File: config.mk
export PLATFORM = sky130hd
export DESIGN_NAME = register_ex_mem
export DESIGN_NICKNAME = d
export VERILOG_FILES = /design/src/rtl/register_ex_mem.sv
export SDC_FILE = /design/constraint.sdc
export NUM_CORES = 1
export LEC_CHECK = 0
export ABC_AREA = 0
export ABC_CLOCK_PERIOD_IN_PS = 800
export CAP_MARGIN = 20
export CORE_ASPECT_RATIO = 1.25
export CORE_MARGIN = 3
export CORE_UTILIZATION = 30
export DETAILED_ROUTE_END_ITERATION = 8
export PLACE_DENSITY = 0.82
export SETUP_SLACK_MARGIN = 0.02
export SLEW_MARGIN = 20
export SYNTH_ARGS = -nofsm -noshare
export SYNTH_HDL_FRONTEND = slang
export SYNTH_SLANG_ARGS = --single-unit
export TNS_END_PERCENT = 20
File: constraint.sdc
create_clock -name clk -period 0.8 [get_ports clk]
set_input_delay 0.12 -clock clk [delete_from_list [all_inputs] [get_ports clk]]
set_output_delay 0.12 -clock clk [all_outputs]
set_load 0.01 [all_outputs]
File: src/rtl/register_ex_mem.sv
// EX/MEM pipeline register: captures Execute-stage datapath and control values
// each rising edge and presents them to the Memory stage one cycle later.
module register_ex_mem #(
  parameter int XLEN       = 32,
  parameter int REG_ADDR_W = 5
) (
  input  logic                  clk,
  input  logic                  reset,
  input  logic [XLEN-1:0]       ALUResultE,
  input  logic [XLEN-1:0]       WriteDataE,
  input  logic [XLEN-1:0]       PCPlus4E,
  input  logic [REG_ADDR_W-1:0] RdE,
  input  logic                  RegWriteE,
  input  logic [1:0]            ResultSrcE,
  input  logic                  MemWriteE,
  output logic [XLEN-1:0]       ALUResultM,
  output logic [XLEN-1:0]       WriteDataM,
  output logic [XLEN-1:0]       PCPlus4M,
  output logic [REG_ADDR_W-1:0] RdM,
  output logic                  RegWriteM,
  output logic [1:0]            ResultSrcM,
  output logic                  MemWriteM
);

  logic [XLEN-1:0]       r_alu_result;
  logic [XLEN-1:0]       r_write_data;
  logic [XLEN-1:0]       r_pc_plus4;
  logic [REG_ADDR_W-1:0] r_rd;
  logic                  r_reg_write;
  logic [1:0]            r_result_src;
  logic                  r_mem_write;

  // Pipeline capture; reset wins and leaves a bubble (no register or memory write).
  always_ff @(posedge clk) begin
    if (reset) begin
      r_alu_result <= {XLEN{1'b0}};
      r_write_data <= {XLEN{1'b0}};
      r_pc_plus4   <= {XLEN{1'b0}};
      r_rd         <= {REG_ADDR_W{1'b0}};
      r_reg_write  <= 1'b0;
      r_result_src <= 2'b00;
      r_mem_write  <= 1'b0;
    end else begin
      r_alu_result <= ALUResultE;
      r_write_data <= WriteDataE;
      r_pc_plus4   <= PCPlus4E;
      r_rd         <= RdE;
      r_reg_write  <= RegWriteE;
      r_result_src <= ResultSrcE;
      r_mem_write  <= MemWriteE;
    end
  end

  assign ALUResultM = r_alu_result;
  assign WriteDataM = r_write_data;
  assign PCPlus4M   = r_pc_plus4;
  assign RdM        = r_rd;
  assign RegWriteM  = r_reg_write;
  assign ResultSrcM = r_result_src;
  assign MemWriteM  = r_mem_write;

endmodule

Word-level counts from Yosys, hierarchy flattened
Index checks and enable logic that the tools add are counted.
{ "totals": {"reg_bits": 105, "output_inout_bits": 105, "inputBits": 107} }

Depth between registers and ports, before layout
{ "logic_depth": {"word_depth": 0, "depth_mapped": 3} }

Worst setup path after synthesis
OpenSTA, ideal clock, no wires.
{ "synth_path": {"path_type": "input port to flip-flop", "start": "input port reset", "end": "register r_alu_result[10], in the netlist ALUResultM[10]", "setup_slack_ns": 0.222, "path_buffers": 2, "path_stages": 3, "setup_ns": 0.065, "arrival_time_ns": 0.513, "cell_sequence": "buf_4 buf_4 nor2b_1"} }
{ "synth_lines": {"columns": ["item", "line_no", "source"], "rows": [
  ["start: declaration", "8", "input logic reset,"],
  ["end signal: assignment", "36", "r_alu_result <= {XLEN{1'b0}};"],
  ["end signal: assignment", "44", "r_alu_result <= ALUResultE;"],
  ["end: declaration", "25", "logic [XLEN-1:0] r_alu_result;"]
]} }
No word-level cell between the ends.

Worst setup path in the final report
{ "layout_path": {"start": "register r_write_data[16], in the netlist WriteDataM[16]", "end": "output port WriteDataM[16]"} }
{ "layout_lines": {"columns": ["item", "line_no", "source"], "rows": [
  ["start: declaration", "26", "logic [XLEN-1:0] r_write_data;"],
  ["start signal: assignment", "37", "r_write_data <= {XLEN{1'b0}};"],
  ["start signal: assignment", "45", "r_write_data <= WriteDataE;"],
  ["end: declaration", "17", "output logic [XLEN-1:0] WriteDataM,"]
]} }
No word-level cell between the ends.

==> metrics <==
RSZ-0062 raised after global routing yes; fin crit period 895 ps; Cell Int Power 8970 uW; Setup WS post-layout -95.1 ps; Final Power 11300 uW; die area 10700 um^2; largest net degree at the start of global routing 29; vias in the first global route 2165; setup bufs post-CTS 0; switching power 2350 uW; ANT nets after route 0; Critical Path AT 780 ps; status finished with violations; Seq/Total Area, Yosys 74.0%; Hold Path Class in2reg; FILL cells 793; aggregate global-route resource usage 13.8%; H-tree levels 3; Final Non-Filler Cells 567; Power Density 2170 nW/um^2; Num CTS Buffers 9; Area after DPL 5100 um^2; cts hold-fix bufs 0; Worst Setup Start Kind register; warning count from the yosys run 0; Core Box Area 9170 um^2; GRT overflow 0; Syn Nets 328; Vias/cell 3.92; Routed Wire Length 7.69 mm; gpl congestion 0.707; root buf cell clkbuf_16; initial antenna violation count 0; syn avg cell area 12.9 um^2; final hold vios 0; LEAKAGE 0.00227 uW; number of remaining DRC errors 0; worst slew pin tran 229 ps; ant diodes 0; Placed Instances 551; CTS tree built; Worst Path Required 680 ps; WP buf/inv 1; fin crit share 112%; CP max FO 1; Row Count 39; Comb pwr share 12.3%; post-route cell area 5220 um^2; DRT Pass-1 Iters 4; clk slew on worst S/H paths 70 ps; count of cell types in the netlist 5; Vias 2220; Die Y 115 um; Flop pwr share 49.6%; HPWL after detailed placement 6.13 mm; max cap viols 0; Top Ports 212; Fmax 1120 MHz; WL/cell 13.6 um; Clock power frac 38.1%; most frequent cells in the layout 105 x nor2b_1, 105 x clkdlybuf4s50_1, 61 x dfxtp_1; largest delay contributor family on the critical path flip-flops; failing checks negative setup slack; Max stage delay on crit path 330 ps; Finished Core Util 56.9%; Die X 93.0 um; CP Cell Sequence buf_6; IO buf count 211; post-synthesis cell count 221; first-pass GRT wire length 11.2 mm; CP Capture Type primary output; Initial Util 31.0%; Post-Syn Area 2840 um^2; Slew HR 84.8%; critical path's slowest cell dfxtp_2; clk sinks 105; Slew Viols, Final 0; flops & latches, synth 105; area delta synth->final 83.7%; sw frac 20.8%; clk buf depth 2; layout cell share with drive strength beyond 1 38.5%; worst vdd ir 1120 uV; Setup Crit Path Kind reg2out; DRT iter0 DRCs 25; Layout Nets 546; Finish-stage setup viols 105; pre-CTS setup slack -178 ps
==> path summary, 6_finish.rpt <==
kind                           start              to  slack (ps)  depth (start not counted)
worst max-delay path  WriteDataM[16]  WriteDataM[16]        -100                          1
worst min-delay path           reset     PCPlus4M[8]         130                          2
==> cell families (layout without fill, tap and decap cells) <==
kind of cell           count (synthesis)  in the layout  synth area share (%)
and+or+nand+nor                      105            105                  23.1
buffers and inverters                 11            234                  2.86
DFF                                  105            105                  74.0
==> power by group through the flow <==
stage                     logic (uW)  clock network (uW)  registers [uW]
after global placement          1520                   0            5690
final                           1390                4310            5620
after CTS                       1330                4470            5590
after detailed placement        1540                   0            5700
after floorplan                  259                   0            5850
after global routing            1490                4670            5640
==> state kept, by name, summed over array words and instances, names as in the netlist <==
name        cells
ALUResultM     32
MemWriteM       1
PCPlus4M       32
RdM             5
RegWriteM       1
ResultSrcM      2
WriteDataM     32
==> cell type report <==
class,instances,area (um^2),area share [%]
clock buffers,12,246,4.73
clock inverters,4,52.6,1.01
multi-input cells,105,657,12.6
flip-flops and latches,105,2160,41.4
well taps,123,154,2.95
repair buffers,218,1950,37.4
==> what timing repair did <==
| item | CTS | global route |
|---|---|---|
| resized for setup | 452 | 58 |
| endpoints found under the setup margin | 105 | 105 |
| cloned | 0 | 0 |
| hold endpoints to repair | 0 | 0 |
==> metal layers <==
metal / routed length, um / vias up / track usage [%]
li1: - / 1094 / -
met1: 2720 / 972 / 14.6
met2: 3840 / 142 / 23.0
met3: 993 / 12 / 7.20
met4: 135 / 0 / 6.06
met5: 0 / - / 0
==> per-stage QoR <==
stage / setup TNS, ps / hold slack (ps)
floorplan: 0 / 248
global placement: -14860 / 477
detailed placement: -15550 / 480
CTS: -10670 / 124
global route: -12010 / 135
finish: -8160 / 127
==> cells in the mapped netlist <==
cell	count	area share, %
nor2b_1	105	23
buf_6	3	1.2
buf_4	3	0.79
buf_2	5	0.88
dfxtp_1	105	74
Note: power is estimated with default switching activity, not from simulation.
